$ cat src/rtl/rv32_pkg.sv
// Shared RV32I load/store encodings and LSU state definitions.
package rv32_pkg;

    // Load funct3 encodings
    localparam logic [2:0] F3_LB  = 3'b000;
    localparam logic [2:0] F3_LH  = 3'b001;
    localparam logic [2:0] F3_LW  = 3'b010;
    localparam logic [2:0] F3_LBU = 3'b100;
    localparam logic [2:0] F3_LHU = 3'b101;

    // Store funct3 encodings
    localparam logic [2:0] F3_SB  = 3'b000;
    localparam logic [2:0] F3_SH  = 3'b001;
    localparam logic [2:0] F3_SW  = 3'b010;

    // LSU controller states
    typedef enum logic [1:0] {
        ST_IDLE   = 2'd0,
        ST_REQ    = 2'd1,
        ST_WAIT_R = 2'd2,
        ST_DONE   = 2'd3
    } lsu_state_e;

    // Access width classes
    typedef enum logic [1:0] {
        SZ_BYTE = 2'd0,
        SZ_HALF = 2'd1,
        SZ_WORD = 2'd2
    } acc_size_e;

    // Width of an access; any funct3 that is not a listed byte/half code is a word.
    function automatic acc_size_e access_size(input logic [2:0] f3, input logic store);
        acc_size_e sz;
        sz = SZ_WORD;
        if (store) begin
            case (f3)
                F3_SB:   sz = SZ_BYTE;
                F3_SH:   sz = SZ_HALF;
                default: sz = SZ_WORD;
            endcase
        end else begin
            case (f3)
                F3_LB, F3_LBU: sz = SZ_BYTE;
                F3_LH, F3_LHU: sz = SZ_HALF;
                default:       sz = SZ_WORD;
            endcase
        end
        return sz;
    endfunction

    // True when the byte offset does not respect the natural alignment of the width.
    function automatic logic is_misaligned(input acc_size_e sz, input logic [1:0] off);
        logic bad;
        case (sz)
            SZ_HALF: bad = off[0];
            SZ_WORD: bad = (off != 2'b00);
            default: bad = 1'b0;
        endcase
        return bad;
    endfunction

endpackage

$ cat src/rtl/lsu_mem_ctrl_lane_align.sv
// Byte-lane steering: store byte enables / replicated data, load shift and extension.
module lsu_lane_align (
    input  logic [2:0]  st_funct3,
    input  logic [1:0]  st_offset,
    input  logic [31:0] st_data,
    output logic [3:0]  st_be,
    output logic [31:0] st_wdata,
    input  logic [2:0]  ld_funct3,
    input  logic [1:0]  ld_offset,
    input  logic [31:0] ld_rdata,
    output logic [31:0] ld_result
);
    import rv32_pkg::*;

    logic [31:0] shifted;

    // Store path: pick enabled lanes and replicate data across the word.
    always_comb begin
        st_be    = 4'b1111;
        st_wdata = st_data;
        case (access_size(st_funct3, 1'b1))
            SZ_BYTE: begin
                st_be    = 4'b0001 << st_offset;
                st_wdata = {4{st_data[7:0]}};
            end
            SZ_HALF: begin
                st_be    = st_offset[1] ? 4'b1100 : 4'b0011;
                st_wdata = {2{st_data[15:0]}};
            end
            default: begin
                st_be    = 4'b1111;
                st_wdata = st_data;
            end
        endcase
    end

    // Load path: move the addressed lane to bit 0, then sign/zero extend.
    always_comb begin
        shifted = ld_rdata >> {ld_offset, 3'b000};
        case (ld_funct3)
            F3_LB:   ld_result = {{24{shifted[7]}}, shifted[7:0]};
            F3_LBU:  ld_result = {24'h000000, shifted[7:0]};
            F3_LH:   ld_result = {{16{shifted[15]}}, shifted[15:0]};
            F3_LHU:  ld_result = {16'h0000, shifted[15:0]};
            default: ld_result = shifted;
        endcase
    end

endmodule

$ cat src/rtl/lsu_mem_ctrl.sv
// Load/store unit between the MEM stage and a handshaked data RAM.
//
// Memory handshake: mem_req is held high from the cycle after acceptance
// of an op until the first cycle in which mem_gnt is sampled high; that
// cycle transfers mem_addr/mem_we/mem_be/mem_wdata. For reads, mem_rvalid
// qualifies mem_rdata, in the grant cycle or any later cycle. mem_gnt and
// mem_rvalid are ignored whenever no transfer or read is outstanding.
module lsu_mem_ctrl #(
    parameter int TIMEOUT_CYCLES = 64
) (
    input  logic        clk,
    input  logic        reset,
    input  logic        ex_valid,
    input  logic        ex_read,
    input  logic        ex_write,
    input  logic [2:0]  ex_funct3,
    input  logic [31:0] ex_addr,
    input  logic [31:0] ex_wdata,
    output logic        stall,
    output logic [31:0] ld_data,
    output logic        ld_valid,
    output logic        misalign,
    output logic        bus_err,
    output logic        mem_req,
    output logic        mem_we,
    output logic [3:0]  mem_be,
    output logic [31:0] mem_addr,
    output logic [31:0] mem_wdata,
    input  logic        mem_gnt,
    input  logic        mem_rvalid,
    input  logic [31:0] mem_rdata,
    output logic [1:0]  dbg_state
);
    import rv32_pkg::*;

    lsu_state_e  state;
    logic [2:0]  funct3_q;
    logic [1:0]  offset_q;
    logic [31:0] tcnt;

    logic        op;
    acc_size_e   ex_size;
    logic        timeout_hit;
    logic [3:0]  st_be;
    logic [31:0] st_wdata;
    logic [31:0] ld_ext;

    assign op        = ex_valid & (ex_read | ex_write);
    assign ex_size   = access_size(ex_funct3, ex_write);
    assign misalign  = ~reset & op & (state == ST_IDLE) & is_misaligned(ex_size, ex_addr[1:0]);
    // The pipeline is released in DONE; reset forces it free immediately.
    assign stall     = ~reset & op & ~misalign & (state != ST_DONE);
    assign dbg_state = state;

    assign timeout_hit = (TIMEOUT_CYCLES != 0) && (tcnt == 32'(TIMEOUT_CYCLES - 1));

    lsu_lane_align u_lane (
        .st_funct3 (ex_funct3),
        .st_offset (ex_addr[1:0]),
        .st_data   (ex_wdata),
        .st_be     (st_be),
        .st_wdata  (st_wdata),
        .ld_funct3 (funct3_q),
        .ld_offset (offset_q),
        .ld_rdata  (mem_rdata),
        .ld_result (ld_ext)
    );

    // Access FSM with registered memory-side outputs, load result and timeout counter.
    always_ff @(posedge clk or posedge reset) begin
        if (reset) begin
            state     <= ST_IDLE;
            funct3_q  <= 3'b000;
            offset_q  <= 2'b00;
            tcnt      <= 32'd0;
            ld_data   <= 32'd0;
            ld_valid  <= 1'b0;
            bus_err   <= 1'b0;
            mem_req   <= 1'b0;
            mem_we    <= 1'b0;
            mem_be    <= 4'b0000;
            mem_addr  <= 32'd0;
            mem_wdata <= 32'd0;
        end else begin
            ld_valid <= 1'b0;
            bus_err  <= 1'b0;
            case (state)
                ST_IDLE: begin
                    if (op && !misalign) begin
                        state     <= ST_REQ;
                        mem_req   <= 1'b1;
                        mem_we    <= ex_write;
                        mem_be    <= ex_write ? st_be : 4'b1111;
                        mem_wdata <= ex_write ? st_wdata : 32'd0;
                        mem_addr  <= {ex_addr[31:2], 2'b00};
                        offset_q  <= ex_addr[1:0];
                        funct3_q  <= ex_funct3;
                        tcnt      <= 32'd0;
                    end
                end
                ST_REQ: begin
                    if (mem_gnt && (mem_we || mem_rvalid)) begin
                        mem_req <= 1'b0;
                        state   <= ST_DONE;
                        if (!mem_we) begin
                            ld_data  <= ld_ext;
                            ld_valid <= 1'b1;
                        end
                    end else if (timeout_hit) begin
                        mem_req  <= 1'b0;
                        bus_err  <= 1'b1;
                        ld_data  <= 32'd0;
                        ld_valid <= ~mem_we;
                        state    <= ST_DONE;
                    end else if (mem_gnt) begin
                        mem_req <= 1'b0;
                        tcnt    <= tcnt + 32'd1;
                        state   <= ST_WAIT_R;
                    end else begin
                        tcnt <= tcnt + 32'd1;
                    end
                end
                ST_WAIT_R: begin
                    if (mem_rvalid) begin
                        ld_data  <= ld_ext;
                        ld_valid <= 1'b1;
                        state    <= ST_DONE;
                    end else if (timeout_hit) begin
                        bus_err  <= 1'b1;
                        ld_data  <= 32'd0;
                        ld_valid <= 1'b1;
                        state    <= ST_DONE;
                    end else begin
                        tcnt <= tcnt + 32'd1;
                    end
                end
                default: begin
                    state <= ST_IDLE;
                end
            endcase
        end
    end

endmodule
$ cat config.mk
export PLATFORM = sky130hd
export DESIGN_NAME = lsu_mem_ctrl
export DESIGN_NICKNAME = d
export VERILOG_FILES = /design/src/rtl/rv32_pkg.sv /design/src/rtl/lsu_mem_ctrl_lane_align.sv /design/src/rtl/lsu_mem_ctrl.sv
export SDC_FILE = /design/constraint.sdc
export NUM_CORES = 1
export LEC_CHECK = 0
export BUFFER_PORTS_ARGS = -buffer_cell sky130_fd_sc_hd__buf_2
export CAP_MARGIN = 20
export CORE_UTILIZATION = 47
export DETAILED_ROUTE_END_ITERATION = 16
export GPL_TIMING_DRIVEN = 0
export PLACE_DENSITY = 0.72
export SLEW_MARGIN = 5
export SYNTH_ARGS = -nofsm -noshare
export SYNTH_HDL_FRONTEND = slang
export SYNTH_SLANG_ARGS = --single-unit
$ cat constraint.sdc
create_clock -name clk -period 4.3 [get_ports clk]
set_clock_uncertainty 0.15 [all_clocks]
set_input_delay 0.215 -clock clk [delete_from_list [all_inputs] [get_ports clk]]
set_output_delay 0.215 -clock clk [all_outputs]
set_load 0.005 [all_outputs]
Yosys cells after proc, flatten, opt, wreduce, memory -nomap -nowiden
Index checks and enable logic that the tools add are counted.

word-level totals
  register bits after elaboration = 141
  input port bits = 106
  output and inout port bits = 108
  word-level logic and storage cells = 104

operators by class
  add/subtract/negate cells = 1
  equal/unequal tests = 19
  shift-type cells = 2
  mux-type cells = 41
  bitwise gates (word level) = 10
  reduce and logical (&&, ||, !) cells = 19

operators by type and width
  kind                                                              count
  32-bit two-way mux                                                9
  32-bit case mux with 2 select lines                               2
  32-bit case mux with 4 select lines                               1
  32-bit case mux with 3 select lines                               1
  32-bit by 1-bit adder with 32-bit output, second input constant   1
  32-bit by 6-bit == test with 1-bit output, second input constant  1
  32-bit by 5-bit >> shifter with 32-bit output                     1
  2-bit two-way mux                                                 7
  3-bit == test, second input constant                              4
  1-bit two-way mux                                                 11
  4-bit two-way mux                                                 2
  1-bit case mux with 2 select lines                                4
  2-bit case mux with 2 select lines                                2
  4-bit case mux with 2 select lines                                1
  1-bit bitwise AND                                                 6
  2-bit by 1-bit == test with 1-bit output, second input constant   3
  3-bit by 1-bit == test with 1-bit output, second input constant   2
  3-bit zero test                                                   2
  2-bit != test, second input constant                              3
  3-bit != test, second input constant                              2
  2-bit case mux with 3 select lines                                1
  3-bit AND reduction                                               2
  2-bit nonzero test                                                3
  2-bit == test, second input constant                              2
  13 further kinds                                                  19

Logic depth before layout (Yosys ltp)
  depth after elaboration = 11
  mapped depth = 12
  mapped depth without buffers = 9

Modules after synthesis
From an unflattened synthesis, not the netlist that was laid out.

unflattened totals
  cells, all modules = 720
  area, all modules = 7288.2 um^2

modules (own cells, without submodules)
  module          times used  cells an instance  area each (um^2)  seq. area each (um^2)
  lsu_mem_ctrl    1           557                6074.6            3528.4
  lsu_lane_align  1           163                1213.7            0.0

Least setup slack after synthesis
Ideal clock, no wire load.

  path kind = in2out
  start point = input port reset
  end point = output port stall
  arrival = 3.695 ns
  required time = 3.935 ns
  slack = 0.240 ns
  stages = 2
  buffers on the path = 0
  cell sequence = inv_1 -> and4_1

between the ends
  longest elaborated chain between the ends = 7

ends and longest elaborated chain
  item                                line                                    RTL
  from (decl)                         lsu_mem_ctrl.sv:12                      input logic reset,
  1-bit inverter (*)                  lsu_mem_ctrl.sv:50, lsu_mem_ctrl.sv:52
  1-bit bitwise AND (*)               lsu_mem_ctrl.sv:50, lsu_mem_ctrl.sv:52
  1-bit bitwise AND (2 in a row)      lsu_mem_ctrl.sv:50                      assign misalign = ~reset & op & (state == ST_IDLE) & is_misaligned(ex_size, ex_addr[1:0]);
  1-bit inverter                      lsu_mem_ctrl.sv:52                      assign stall = ~reset & op & ~misalign & (state != ST_DONE);
  1-bit bitwise AND (*) (2 in a row)  lsu_mem_ctrl.sv:52
  to (decl)                           lsu_mem_ctrl.sv:19                      output logic stall,

Every way passes the cells marked *; elsewhere a longest branch is shown, timed or not.

Final worst setup path
  start point = input port ex_funct3[1]
  end point = register mem_wdata[24]

between the ends
  longest elaborated chain between the ends = 10
  elaborated cells between the ends (all ways) = 20
  classes of those cells = eq/ne: 6; mux: 6; bitwise: 1; reduce/logical: 7

ends and longest elaborated chain
  item                                                                       line                RTL
  from (decl)                                                                lsu_mem_ctrl.sv:16  input logic [2:0] ex_funct3,
  3-bit == test, or another cell as far along                                rv32_pkg.sv:42      case (f3)
  2-bit OR reduction                                                         rv32_pkg.sv:42
  2-bit case mux with 2 select lines                                         rv32_pkg.sv:42
  2-bit two-way mux                                                          rv32_pkg.sv:35      if (store) begin
  2-bit == test or 2-bit by 1-bit == test with 1-bit output (tied branches)  rv32_pkg.sv:54      case (sz)
  1-bit case mux with 2 select lines                                         rv32_pkg.sv:54
  1-bit bitwise AND                                                          lsu_mem_ctrl.sv:50
  1-bit zero test                                                            lsu_mem_ctrl.sv:89  if (op && !misalign) begin
  1-bit logical AND                                                          lsu_mem_ctrl.sv:89
  2-bit AND reduction (no line)                                              n/a
  to (signal assigned)                                                       lsu_mem_ctrl.sv:94  mem_wdata <= ex_write ? st_wdata : 32'd0;
  to (decl)                                                                  lsu_mem_ctrl.sv:28  output logic [31:0] mem_wdata,

Several ways; a longest one is shown, not always the timed one.
A chain may end at the register's enable or synchronous reset.

==> reports/results.tsv <==
stage	metric	value	unit
logic_synthesis	synthFlopType	dfrtp_1	
critical_path	cpMostUsedCell	nand2_1	
job	maxCapViolCount	0	
route	num_vias	7344	
logic_synthesis	syn-cell-area	7326	um^2
final_layout	fill_cells	1227	
route	drt_pass1_iterations	5	
timing	maxSlewHeadroom	39.68	%
logic_synthesis	ys_seq_area_share	48.16	%
clock_tree	clock_latency	0.43	ns
critical_path	startpoint_type	input port	
final_layout	area_growth	35.12	%
clock_tree	root_buffer	clkbuf_16	
grt	grt_antenna_before_repair	1	
logic_synthesis	postSynthCellCount	810	
grt	grt_max_degree	79	
power_and_ir_drop	combPwrFrac	40.3	%
power_and_ir_drop	pwr-share-seq	34.6	%
timing	setup_viol	0	
critical_path	path_cells	dlygate4sd3_1 -> buf_2 -> a21oi_1 -> nand2_1 -> ha_1 -> o21ai_0 -> a2111o_1 -> and3_1 -> clkbuf_1 -> buf_1 -> o2111ai_1 -> nand2_1	
logic_synthesis	ys_ff_latch	141	
place	placed_area	8643	um^2
clock_tree	clkTransAtPathRegs	0.06	ns
power_and_ir_drop	switching_share	38.21	%
timing	setup_tns	0	ns
route	ant_nets	0	
power_and_ir_drop	power.switching	2.343	mW
place	hpwlAfterDp	15.49	mm
critical_path	worstPathArrival	3.43	ns
clock_tree	cts_setup_buffers	0	
floorplan	start_util	48.19	%
critical_path	slowest_stage	dlygate4sd3_1	
power_and_ir_drop	p_leak	4.824	nW
floorplan	io_pins	214	
timing	hold_viol_final	0	
logic_synthesis	synth_cell_types	55	
route	drtIter0Drc	638	
final_layout	register_area	3528	um^2
floorplan	core	15200	um^2
final_layout	final_nets	1217	
clock_tree	numCtsBuffers	17	
clock_tree	cts_buffer_depth	2	
route	wire_per_inst	17.24	um
logic_synthesis	avgSynthCellArea	9.044	um^2
clock_tree	cts_hold_buf	63	
critical_path	critPathMaxStageDelay	0.54	ns
route	drc	0	
final_layout	final_cell_mix	nand2_1 (236), buf_2 (217), dfrtp_1 (141), dlygate4sd3_1 (63), clkbuf_1 (36)	
final_layout	final_common_cell	nand2_1	
floorplan	die_h	126.8	um
critical_path	path_delay_family	buffers and inverters	
final_layout	final_cell_area	9898	um^2
clock_tree	cts.sink_count	141	
place	place.port_buffers	209	
clock_tree	cts_resized	0	
logic_synthesis	yosys.area.top_type_share	48.16	%
timing	max_freq	310.6	MHz
place	place.gp.congestion	0.8840	
timing	finalMaxSlewViolations	0	
critical_path	crit_fanout	10	
floorplan	die_x	126.8	um
grt	grt_usage	28.72	%
power_and_ir_drop	max-vdd-ir-drop	0.3660	mV
power_and_ir_drop	p_int	3.788	mW
floorplan	dieArea	16090	um^2
clock_tree	cts_tree	yes	
min_path	hold_class	input port to flip-flop	
critical_path	path_buf_inv	4	
logic_synthesis	synth_edf_count	0	
route	wirelength	22.52	mm
grt	grt-ovfl-total	0	
final_layout	multiInputGateArea	3495	um^2
critical_path	path_class	input port to flip-flop	
timing	fin_crit_sh	74.88	%
logic_synthesis	yosysWarnings	0	
grt	grt_pass1_wl	36.24	mm
timing	rsz0062_at_grt	no	
critical_path	end_kind	flip-flop	
logic_synthesis	synth_area_leader_cell	dfrtp_1	
power_and_ir_drop	power-per-cell-area	619.4	nW/um^2
outcome	status	completed	
power_and_ir_drop	power_frac_clock	25.1	%
critical_path	reg2reg_slack	1.39	ns
clock_tree	cts_htree_levels	4	
final_layout	drive_above_1_share	26.14	%
timing	tightest_slew	0.8978	ns
floorplan	rows	45	
timing	period_needed	3.220	ns
critical_path	worstPathRequired	4.51	ns
logic_synthesis	synth-async-reset-ratio	100.0	%
logic_synthesis	netlist_top_cells_area	dfrtp_1 (48%), nand2_1 (12%), mux2i_1 (4.6%)	
route	vias_per_cell	5.623	
grt	grt_pass1_vias	7244	
[per-stage QoR]
stage / cells / utilization (%) / setup WS, ns / hold slack, ns / power (mW)
after global placement: 1208 / 56.64 / -1.644 / 0.2547 / 4.466
after floorplan: 811 / - / 0.1415 / 0.1704 / 3.559
final: 1306 / 65.11 / 1.080 / 0.01533 / 6.131
after detailed placement: 1209 / 56.86 / 0.8193 / 0.2153 / 4.525
after CTS: 1304 / 65.06 / 1.147 / 0.003344 / 6.112
after global routing: 1306 / 65.11 / 0.8082 / 0.03320 / 6.524
[sequential cells by signal, summed over array words and instances, names as in the netlist, 2 cells and up]
register and count:
ld_data 32, mem_wdata 32, tcnt 32, mem_addr 30, mem_be 4, funct3_q 3
dbg_state 2, offset_q 2
[synth_stat cells (14+ instances only)]
library cell / number
o21ai_0: 32
mux2_2: 17
inv_1: 15
a21oi_1: 29
clkbuf_1: 36
o31ai_1: 14
nand2_1: 236
mux2i_1: 34
or4_1: 14
nand3_1: 33
dfrtp_1: 141
nor2_1: 30
[worst reg2reg max path, cell delays in order (launching register included)]
cell and delay, ns:
dfrtp_1 0.44, inv_1 0.11, ha_1 0.27, and2_4 0.19, buf_6 0.12, o21ai_2 0.39
nand3_2 0.19, buf_6 0.18, nor2_1 0.34, buf_2 0.32, a21oi_1 0.08
[area by class of cell]
class / count / area share [%]
diodes: 1 / 0.02528
multi-input cells: 599 / 35.31
inverters: 15 / 0.6194
plain buffers: 56 / 2.528
flip-flops and latches: 141 / 35.65
well taps: 188 / 2.376
repair buffers: 274 / 17.27
clock inverters: 13 / 1.656
clock buffers: 19 / 4.576
[worst paths after layout]
path	to	depth (start not counted)	start
max reg2reg	tcnt[17]	10	dbg_state[1]
max	mem_wdata[24]	12	ex_funct3[1]
min reg2reg	mem_wdata[20]	2	mem_wdata[20]
min in group asynchronous	mem_addr[12]	3	reset
min	mem_wdata[21]	4	ex_wdata[21]
max in group asynchronous	ld_data[26]	4	reset
[power by group through the flow]
stage               combinational [mW]  sequential [mW]  clock [mW]
floorplan                         1.43             2.13           0
global route                      2.74             2.18        1.61
detailed placement                2.39             2.13           0
CTS                               2.45             2.11        1.55
finish                            2.47             2.12        1.54
global placement                  2.35             2.12           0
[routing by layer]
| metal | GRT usage, % | share of wire [%] | routed length [um] |
|---|---|---|---|
| met5 | 0 | 0 | 0 |
| met4 | 12.39 | 3.1 | 708 |
| met3 | 5.652 | 5.0 | 1124 |
| met2 | 48.97 | 50 | 11220 |
| met1 | 35.51 | 42 | 9466 |
[kinds of logic (layout without fill, tap and decap cells)]
kind of cell / Yosys count / in the layout / share of synthesized area [%]
multiplexers: 52 / 52 / 7.566
flip-flops: 141 / 141 / 48.16
AO/OA/AOI/OAI: 153 / 153 / 15.17
other: 1 / 3 / 0.05119
buffers and inverters: 71 / 377 / 4.184
adder cells (fa/ha/maj): 7 / 7 / 1.196
AND/OR/NAND/NOR: 385 / 385 / 23.67
Power figures use the tool's default switching activity.
